===== src/rtl/arf_rename_file.sv =====
// Architectural register file with RRF rename-tag manager: allocates tags from a
// circular free list, captures CDB results, and retires committed values and tags.
module arf_rename_file #(
    parameter int DATA_W  = 16,
    parameter int TAG_W   = 5,
    parameter int NUM_RRF = 32,
    parameter int NUM_ARF = 8
) (
    input  logic              clk,
    input  logic              rst,
    input  logic              alloc_req_0,
    input  logic [2:0]        alloc_arf_0,
    input  logic              alloc_req_1,
    input  logic [2:0]        alloc_arf_1,
    output logic              alloc_gnt,
    output logic [TAG_W-1:0]  alloc_tag_0,
    output logic [TAG_W-1:0]  alloc_tag_1,
    input  logic [2:0]        rd_arf_0,
    input  logic [2:0]        rd_arf_1,
    output logic [DATA_W-1:0] rd_data_0,
    output logic [DATA_W-1:0] rd_data_1,
    output logic [TAG_W-1:0]  rd_tag_0,
    output logic [TAG_W-1:0]  rd_tag_1,
    output logic              rd_ready_0,
    output logic              rd_ready_1,
    input  logic              cdb_valid_0,
    input  logic [TAG_W-1:0]  cdb_tag_0,
    input  logic [DATA_W-1:0] cdb_data_0,
    input  logic              cdb_valid_1,
    input  logic [TAG_W-1:0]  cdb_tag_1,
    input  logic [DATA_W-1:0] cdb_data_1,
    input  logic              arf_valid_0,
    input  logic [2:0]        arf_dest_0,
    input  logic [DATA_W-1:0] arf_value_0,
    input  logic [TAG_W-1:0]  commit_tag_0,
    input  logic              arf_valid_1,
    input  logic [2:0]        arf_dest_1,
    input  logic [DATA_W-1:0] arf_value_1,
    input  logic [TAG_W-1:0]  commit_tag_1,
    output logic [TAG_W:0]    free_count,
    output logic              fl_err
);
    localparam int CNT_W = TAG_W + 1;

    logic [DATA_W-1:0] arf_value_q [NUM_ARF];
    logic [DATA_W-1:0] arf_value_d [NUM_ARF];
    logic              arf_busy_q  [NUM_ARF];
    logic              arf_busy_d  [NUM_ARF];
    logic [TAG_W-1:0]  arf_tag_q   [NUM_ARF];
    logic [TAG_W-1:0]  arf_tag_d   [NUM_ARF];
    logic              rrf_valid_q [NUM_RRF];
    logic              rrf_valid_d [NUM_RRF];
    logic [DATA_W-1:0] rrf_data_q  [NUM_RRF];
    logic [DATA_W-1:0] rrf_data_d  [NUM_RRF];
    logic [TAG_W-1:0]  fl_q        [NUM_RRF];
    logic [TAG_W-1:0]  fl_d        [NUM_RRF];
    logic [TAG_W-1:0]  rd_ptr_q, rd_ptr_d, wr_ptr_q, wr_ptr_d;
    logic [CNT_W-1:0]  free_count_q, free_count_d;
    logic              fl_err_q, fl_err_d;

    logic [1:0]        need;
    logic [TAG_W-1:0]  alloc_idx_1;
    logic              do_alloc;

    // Grant uses only the registered count: tags freed this cycle are not reusable yet.
    assign need        = 2'(alloc_req_0) + 2'(alloc_req_1);
    assign alloc_idx_1 = rd_ptr_q + TAG_W'(alloc_req_0);
    assign alloc_tag_0 = fl_q[rd_ptr_q];
    assign alloc_tag_1 = fl_q[alloc_idx_1];
    assign alloc_gnt   = (CNT_W'(need) <= free_count_q);
    assign do_alloc    = alloc_gnt && (need != 2'd0);
    assign free_count  = free_count_q;
    assign fl_err      = fl_err_q;

    always_comb begin
        arf_value_d  = arf_value_q;
        arf_busy_d   = arf_busy_q;
        arf_tag_d    = arf_tag_q;
        rrf_valid_d  = rrf_valid_q;
        rrf_data_d   = rrf_data_q;
        fl_d         = fl_q;
        fl_err_d     = fl_err_q;
        rd_ptr_d     = do_alloc ? rd_ptr_q + TAG_W'(need) : rd_ptr_q;
        wr_ptr_d     = wr_ptr_q;
        free_count_d = free_count_q - (do_alloc ? CNT_W'(need) : '0);

        // Port 1 is applied first so port 0 overrides it on a shared tag.
        if (cdb_valid_1) begin
            rrf_data_d[cdb_tag_1]  = cdb_data_1;
            rrf_valid_d[cdb_tag_1] = 1'b1;
        end
        if (cdb_valid_0) begin
            rrf_data_d[cdb_tag_0]  = cdb_data_0;
            rrf_valid_d[cdb_tag_0] = 1'b1;
        end

        if (arf_valid_0) begin
            arf_value_d[arf_dest_0] = arf_value_0;
            if (arf_busy_q[arf_dest_0] && arf_tag_q[arf_dest_0] == commit_tag_0)
                arf_busy_d[arf_dest_0] = 1'b0;
            if (free_count_d == CNT_W'(NUM_RRF)) begin
                fl_err_d = 1'b1;
            end else begin
                fl_d[wr_ptr_d] = commit_tag_0;
                wr_ptr_d       = wr_ptr_d + TAG_W'(1);
                free_count_d   = free_count_d + CNT_W'(1);
            end
        end
        if (arf_valid_1) begin
            arf_value_d[arf_dest_1] = arf_value_1;
            if (arf_busy_q[arf_dest_1] && arf_tag_q[arf_dest_1] == commit_tag_1)
                arf_busy_d[arf_dest_1] = 1'b0;
            if (free_count_d == CNT_W'(NUM_RRF)) begin
                fl_err_d = 1'b1;
            end else begin
                fl_d[wr_ptr_d] = commit_tag_1;
                wr_ptr_d       = wr_ptr_d + TAG_W'(1);
                free_count_d   = free_count_d + CNT_W'(1);
            end
        end

        // Allocation last: its busy/tag and valid-clear take priority over commit and CDB.
        if (do_alloc && alloc_req_0) begin
            arf_busy_d[alloc_arf_0]  = 1'b1;
            arf_tag_d[alloc_arf_0]   = alloc_tag_0;
            rrf_valid_d[alloc_tag_0] = 1'b0;
        end
        if (do_alloc && alloc_req_1) begin
            arf_busy_d[alloc_arf_1]  = 1'b1;
            arf_tag_d[alloc_arf_1]   = alloc_tag_1;
            rrf_valid_d[alloc_tag_1] = 1'b0;
        end
    end

    always_ff @(posedge clk or posedge rst) begin
        if (rst) begin
            for (int i = 0; i < NUM_ARF; i++) begin
                arf_value_q[i] <= '0;
                arf_busy_q[i]  <= 1'b0;
                arf_tag_q[i]   <= '0;
            end
            for (int i = 0; i < NUM_RRF; i++) begin
                rrf_valid_q[i] <= 1'b0;
                rrf_data_q[i]  <= '0;
                fl_q[i]        <= TAG_W'(i);
            end
            rd_ptr_q     <= '0;
            wr_ptr_q     <= '0;
            free_count_q <= CNT_W'(NUM_RRF);
            fl_err_q     <= 1'b0;
        end else begin
            arf_value_q  <= arf_value_d;
            arf_busy_q   <= arf_busy_d;
            arf_tag_q    <= arf_tag_d;
            rrf_valid_q  <= rrf_valid_d;
            rrf_data_q   <= rrf_data_d;
            fl_q         <= fl_d;
            rd_ptr_q     <= rd_ptr_d;
            wr_ptr_q     <= wr_ptr_d;
            free_count_q <= free_count_d;
            fl_err_q     <= fl_err_d;
        end
    end

    // Operand lookup sees registered state only; a CDB result shows up one cycle later.
    for (genvar gi = 0; gi < 2; gi++) begin : g_rd
        logic [2:0]        idx;
        logic [DATA_W-1:0] data;
        logic              ready;
        assign idx = (gi == 0) ? rd_arf_0 : rd_arf_1;
        always_comb begin
            data  = '0;
            ready = 1'b0;
            if (!arf_busy_q[idx]) begin
                data  = arf_value_q[idx];
                ready = 1'b1;
            end else if (rrf_valid_q[arf_tag_q[idx]]) begin
                data  = rrf_data_q[arf_tag_q[idx]];
                ready = 1'b1;
            end
        end
    end

    assign rd_data_0  = g_rd[0].data;
    assign rd_data_1  = g_rd[1].data;
    assign rd_ready_0 = g_rd[0].ready;
    assign rd_ready_1 = g_rd[1].ready;
    assign rd_tag_0   = arf_tag_q[rd_arf_0];
    assign rd_tag_1   = arf_tag_q[rd_arf_1];
endmodule


===== config.mk =====
export PLATFORM = sky130hd
export DESIGN_NAME = arf_rename_file
export DESIGN_NICKNAME = d
export VERILOG_FILES = /design/src/rtl/arf_rename_file.sv
export SDC_FILE = /design/constraint.sdc
export NUM_CORES = 2
export LEC_CHECK = 0
export CORE_MARGIN = 10
export CORE_UTILIZATION = 60
export CTS_BUF_LIST = sky130_fd_sc_hd__clkbuf_16
export CTS_CLUSTER_DIAMETER = 120
export DETAILED_ROUTE_END_ITERATION = 8
export PLACE_DENSITY = 0.79
export SLEW_MARGIN = 5
export SYNTH_ARGS = -nofsm -noshare
export SYNTH_HDL_FRONTEND = slang
export SYNTH_SLANG_ARGS = --single-unit

===== constraint.sdc =====
create_clock -name clk -period 87.7 [get_ports clk]
set_input_delay 8.77 -clock clk [delete_from_list [all_inputs] [get_ports clk]]
set_output_delay 8.77 -clock clk [all_outputs]
set_load 0.005 [all_outputs]

# --- Word level (Yosys, flattened, before mapping) ---
# Index checks and enable logic that the tools add are counted.
totals:
  output_inout_bits: 62
  regBits: 897
classes:
  eq_ne: 4
  bitwise_logic: 28
  reduce_logical: 16
  magnitude_cmp: 27
  muxes: 129
  n_addsub: 8
op_table:
  columns: ["op", "n"]
  rows:
  - ["512-bit bitwise mux", 2]
  - ["512-bit two-way mux", 2]
  - ["160-bit two-way mux", 4]
  - ["160-bit bitwise mux", 2]
  - ["128-bit bitwise mux", 2]
  - ["128-bit two-way mux", 2]
  - ["16-bit two-way mux", 16]
  - ["16-bit binary-select mux with 5-bit select", 2]
  - ["16-bit demux with 5-bit select", 2]
  - ["32-bit two-way mux", 4]
  - ["5-bit two-way mux", 20]
  - ["16-bit binary-select mux with 3-bit select", 2]
  - ["16-bit demux with 3-bit select", 2]
  - ["40-bit bitwise mux", 2]
  - ["40-bit two-way mux", 2]
  - ["32-bit bitwise AND", 2]
  - ["32-bit NOT", 2]
  - ["32-bit bitwise OR", 2]
  - ["5-bit binary-select mux with 3-bit select", 4]
  - ["6-bit >= comparator (second input constant)", 10]
  - ["5-bit NOT with 6-bit output", 10]
  - ["5-bit binary-select mux with 5-bit select", 2]
  - ["5-bit demux with 5-bit select", 2]
  - ["8-bit two-way mux", 6]
  - ["26 further kinds", 106]

# --- Depth between registers and ports, before layout ---
logic_depth:
  ltp_word: 16
  ltp_mapped: 28
  depth_no_buf: 23

# --- Least setup slack after synthesis ---
# No wires, ideal clock.
synth_path:
  kind: "input to output"
  from: "input rd_arf_0[0]"
  to: "output rd_data_0[10]"
  cell_stages: 11
  n_path_buf: 3
  arrival_ns: 11.397
  required_ns: 78.930
  path_slack_ns: 67.533
  path_cell_list: "clkbuf_1 > buf_1 > mux2i_4 > clkinv_1 > nor2_1 > inv_1 > a2111oi_0 > nor4_1 > a21boi_2 > buf_2 > o2bb2ai_1"
synth_via:
  elab_chain_cells: 10
synth_rtl:
  columns: ["element", "line_no", "rtl"]
  rows:
  - ["from (decl)", "18", "input logic [2:0] rd_arf_0,"]
  - ["3-bit NOT with 4-bit output *", null, null]
  - ["5-bit binary-select mux with 3-bit select *", null, null]
  - ["5-bit two-way mux * (2 in series)", null, null]
  - ["net rd_tag_0[3]", "22", "output logic [TAG_W-1:0] rd_tag_0,"]
  - ["5-bit NOT with 6-bit output (not written as such) *", "177, 178", null]
  - ["16-bit binary-select mux with 5-bit select / 1-bit binary-select mux with 5-bit select (equally long branches)", "178, 177", null]
  - ["16-bit two-way mux (not written as such) / 1-bit two-way mux (equally long branches) (2 in series)", "178, 177", null]
  - ["16-bit two-way mux *", "177", "end else if (rrf_valid_q[arf_tag_q[idx]]) begin"]
  - ["16-bit two-way mux *", "174", "if (!arf_busy_q[idx]) begin"]
  - ["to (decl)", "20", "output logic [DATA_W-1:0] rd_data_0,"]
# Mark *: on every way through the listed nets, which the timed path passes. The rest lies on a longest branch. The select of a mux whose other input is x is not followed.

# --- Final worst setup path ---
layout_path:
  from: "input rd_arf_0[1]"
  to: "output rd_data_0[10]"
layout_via:
  elab_chain_cells: 10
layout_rtl:
  columns: ["element", "line_no"]
  rows:
  - ["3-bit NOT with 4-bit output (not written as such) *", null]
  - ["5-bit binary-select mux with 3-bit select", "177, 178"]
  - ["5-bit two-way mux (not written as such) (2 in series)", "177, 178"]
  - ["5-bit NOT with 6-bit output (not written as such)", "177, 178"]
  - ["16-bit binary-select mux with 5-bit select / 1-bit binary-select mux with 5-bit select (equally long branches)", "178, 177"]
  - ["16-bit two-way mux (not written as such) / 1-bit two-way mux (equally long branches) (2 in series)", "178, 177"]
  - ["16-bit two-way mux", "177"]
  - ["16-bit two-way mux *", "174"]
# Every way passes the cells marked *; elsewhere a longest branch is shown, timed or not. The select of a mux whose other input is x is not followed.

==> metrics.md <==
| Metric | Value |
|---|---|
| Mux contribution to synthesized area | `26.10%` |
| Post-synthesis simple-gate area fraction | `17.77%` |
| Skew final | `0.02514 ns` |
| Nets | `6474` |
| Post-route ant nets | `0` |
| Max-slew violations | `0` |
| Most Frequent Cell on Critical Path | `buf_4` |
| Nature of the critical path startpoint | `primary input` |
| Initial antenna violation count | `14` |
| Via count of the first global-routing pass | `53010` |
| Worst path required time | `78.93 ns` |
| Largest family of logic cells by synthesized area | `multiplexers` |
| CTS Hold Bufs | `0` |
| Num CTS Buffers | `99` |
| Fillers | `7555` |
| Final period utilization | `26.76%` |
| Final Instance Count excl. Fillers | `7726` |
| Crit-path leading delay family | `buffers and inverters` |
| EDFF count, synth | `0` |
| YS warnings | `0` |
| Die X-Extent | `334.6 um` |
| H-Tree Depth | `3` |
| Routed length on met3 | `38330 um` |
| DIE AREA | `112000 um2` |
| Wirelength, routed | `233900 um` |
| GP Congestion | `1.033` |
| RSZ-0062 raised after global routing | `false` |
| Reg area | `22550 um2` |
| Setup Viol. Count Final | `0` |
| Grt total ovfl | `0` |
| Seq/Total Area, Yosys | `37.96%` |
| Critical path capture point type | `output pin` |
| Clock root buffer | `clkbuf_16` |
| Final core occ | `66.21%` |
| DPL Wire Length | `145000 um` |
| Final critical-path required period | `23.47 ns` |
| Max layer used | `met5` |
| Vias/cell | `7.199` |
| Peak supply drop | `41.92 uV` |
| Syn Area/Cell | `9.093 um2` |
| CP max stage delay | `1.14 ns` |
| DRT met1 WL | `80700 um` |
| Final setup margin | `64.23 ns` |
| Drt wl/cell | `30.28 um` |
| Post-synthesis compound-gate area fraction | `12.74%` |
| Met2 layer wire length in the routed design | `96720 um` |
| Pwr/cell area | `37.92 nW/um2` |
| Syn nets | `6662` |
| Ports | `172` |
| Multi-input gate area | `34500 um2` |
| Pin slew with the least headroom to its limit | `1.459 ns` |
| Status | `finished, violations left` |
| Die height | `334.6 um` |
| CTS clk-pin slew, worst paths | `0.06 ns` |
| Cell Rows | `115` |
| Post-CTS Resized | `0` |
| Async SR Flop Fraction | `100.0%` |
| Pre-CTS setup slack | `64.78 ns` |
| Worst Hold Class | `register to register` |
| First-pass GRT wire length | `343900 um` |
| Failing checks | `capacitance limit` |
| Mapped Area | `59390 um2` |
| Max frequency | `0.04261 GHz` |
| Worst-path fanout max | `62` |
| Synthesized flop and latch total | `897` |
| Final hold vios | `0` |
| Via count | `55620` |
| CTS tree | `yes` |
| Slowest cell on the critical path | `nor4_1` |
| Crit-path cells | `buf_2 -> buf_4 -> mux4_2 -> mux2i_4 -> buf_4 -> buf_4 -> nand2_1 -> and3_1 -> a31oi_1 -> o22ai_1 -> nor4_1 -> o2bb2ai_1 -> clkdlybuf4s50_1` |
| Setup Fix Bufs, Post-CTS | `0` |
| Remaining DRCs | `0` |
| CTS sink cnt | `897` |
| CP arrival | `14.70 ns` |
| Core footprint | `98280 um2` |
| Static Leak | `0.02805 uW` |
| Type of the worst setup path | `primary input to output pin` |
| GRT Util Overall | `40.32%` |
| DR pass1 iterations | `9` |
| Adder-Cell Fraction of Synth Area | `0.4466%` |
| Clock tree buffer depth | `3` |
| Number of max-cap violations | `1` |
| Primary FF master, synth | `dfrtp_1` |
| Growth of design area from synthesis to finish | `9.549%` |
| Initial Utilization | `60.44%` |
| Final setup TNS | `0 ns` |
| Port Buffer Count | `171` |
| Cell count after synthesis | `6532` |
| Largest net degree at the start of global routing | `145` |
| Placed insts | `7530` |
| Worst path bufs/invs | `5` |
| Layout cell share with drive strength beyond 1 | `15.93%` |
| Iter 0 DRT Violations | `9800` |
| Worst-Skew Late Latency | `0.71 ns` |
| Yosys cell types | `78` |
| Worst slew margin | `1.859%` |
| Xor/xnor cell area share of the yosys netlist | `0.5646%` |
cell type report:
| cell class | instances | area share, % |
|---|---|---|
| tap | 1287 | 2.475 |
| timing repair buffer | 345 | 4.611 |
| clock inverter | 85 | 1.044 |
| multi-input combinational | 4961 | 53.02 |
| clock buffer | 101 | 3.884 |
| antenna | 10 | 0.03846 |
| inverter | 40 | 0.2731 |
| sequential | 897 | 34.66 |
synthesized netlist by cell type (44+ instances only):
library cell / number / area, um2
a221oi_1: 67 / 586.8
nor3_1: 44 / 220.2
mux2i_1: 750 / 7507
clkbuf_1: 529 / 1986
dfstp_2: 81 / 2128
mux4_2: 202 / 4549
buf_1: 47 / 176.4
a21oi_1: 340 / 1702
a31oi_1: 246 / 1539
nor2_1: 440 / 1652
mux2_2: 253 / 2849
o22ai_1: 121 / 757.0
o21ai_0: 330 / 1652
a211oi_1: 44 / 330.3
dfrtp_1: 816 / 20420
and3_1: 284 / 1777
nand2_1: 1429 / 5364
sequential cells by signal, indices dropped and copies added, names as in the netlist, 6 cells and up:
register and count:
free_count 6, rrf_data_q 512, fl_q 160, arf_busy_q 8
arf_tag_q 40, rrf_valid_q 32, arf_value_q 128
kinds of logic after synthesis:
family / after synthesis
and+or+nand+nor: 2398
AOI/OAI and AO/OA: 1263
muxes: 1246
DFF: 897
buffers and inverters: 674
xor gates and xnor gates: 34
adders and majority gates: 20
worst register-to-register path, delay by kind of cell (launching register included):
family                     cells  cell delay [ns]
DFF                            1             0.46
and+or+nand+nor                7             3.27
AOI/OAI and AO/OA              3             1.05
buffers and inverters          3             0.26
xor gates and xnor gates       1             0.27
adders and majority gates      4             1.28
muxes                          1             0.42
per-layer routing:
layer / up-vias / GRT usage, %
li1: 23010 / -
met1: 26540 / 50.05
met2: 4809 / 56.95
met3: 1242 / 17.79
met4: 18 / 25.17
met5: - / 0.9743
worst paths after layout:
kind / start / to / cells after the start / slack, ns
max in group asynchronous: rst / rrf_data_q[422] / 6 / 75.07
worst min register to register: fl_err / fl_err / 2 / 0.54
worst min-delay path: fl_err / fl_err / 2 / 0.54
worst max register to register: free_count[1] / fl_q[4] / 19 / 80.61
worst max-delay path: rd_arf_0[1] / rd_data_0[10] / 13 / 64.23
min in group asynchronous: rst / fl_q[115] / 2 / 8.61
layout by cell type (no fill, tap or decap), types with 22 or more instances in the layout:
master,n
clkdlybuf4s50_1,165
nor2_1,404
clkinv_2,23
nor4_1,32
and3_1,284
mux4_2,202
nor3b_1,22
nor2_2,39
nand2_1,1418
inv_1,52
clkbuf_16,101
dfstp_2,81
a211oi_1,44
o22ai_1,121
buf_4,173
mux2_2,253
a221oi_1,67
nor3_1,40
a21oi_1,340
nand3_1,22
a2111oi_0,25
dfrtp_1,814
mux2i_1,747
o21ai_0,330
a31oi_1,246
o2bb2ai_1,32
through the flow:
step	total power [uW]	instance area (um2)	hold WS, ns
final	2467	65070	0.5413
after global routing	2541	65050	0.5725
after CTS	2384	65020	0.5338
after detailed placement	1953	61810	0.5132
after global placement	1923	61810	0.5166
after floorplan	1468	59390	0.4675
power by group:
part / leakage, uW / switching [uW] / internal, uW / total, uW
Combinational: 0.0157 / 817 / 520 / 1340
Sequential: 0.0107 / 142 / 562 / 704
Clock: 0.00165 / 188 / 238 / 427
Total: 0.0281 / 1150 / 1320 / 2470
No activity file was read; power rests on OpenSTA's default activity.
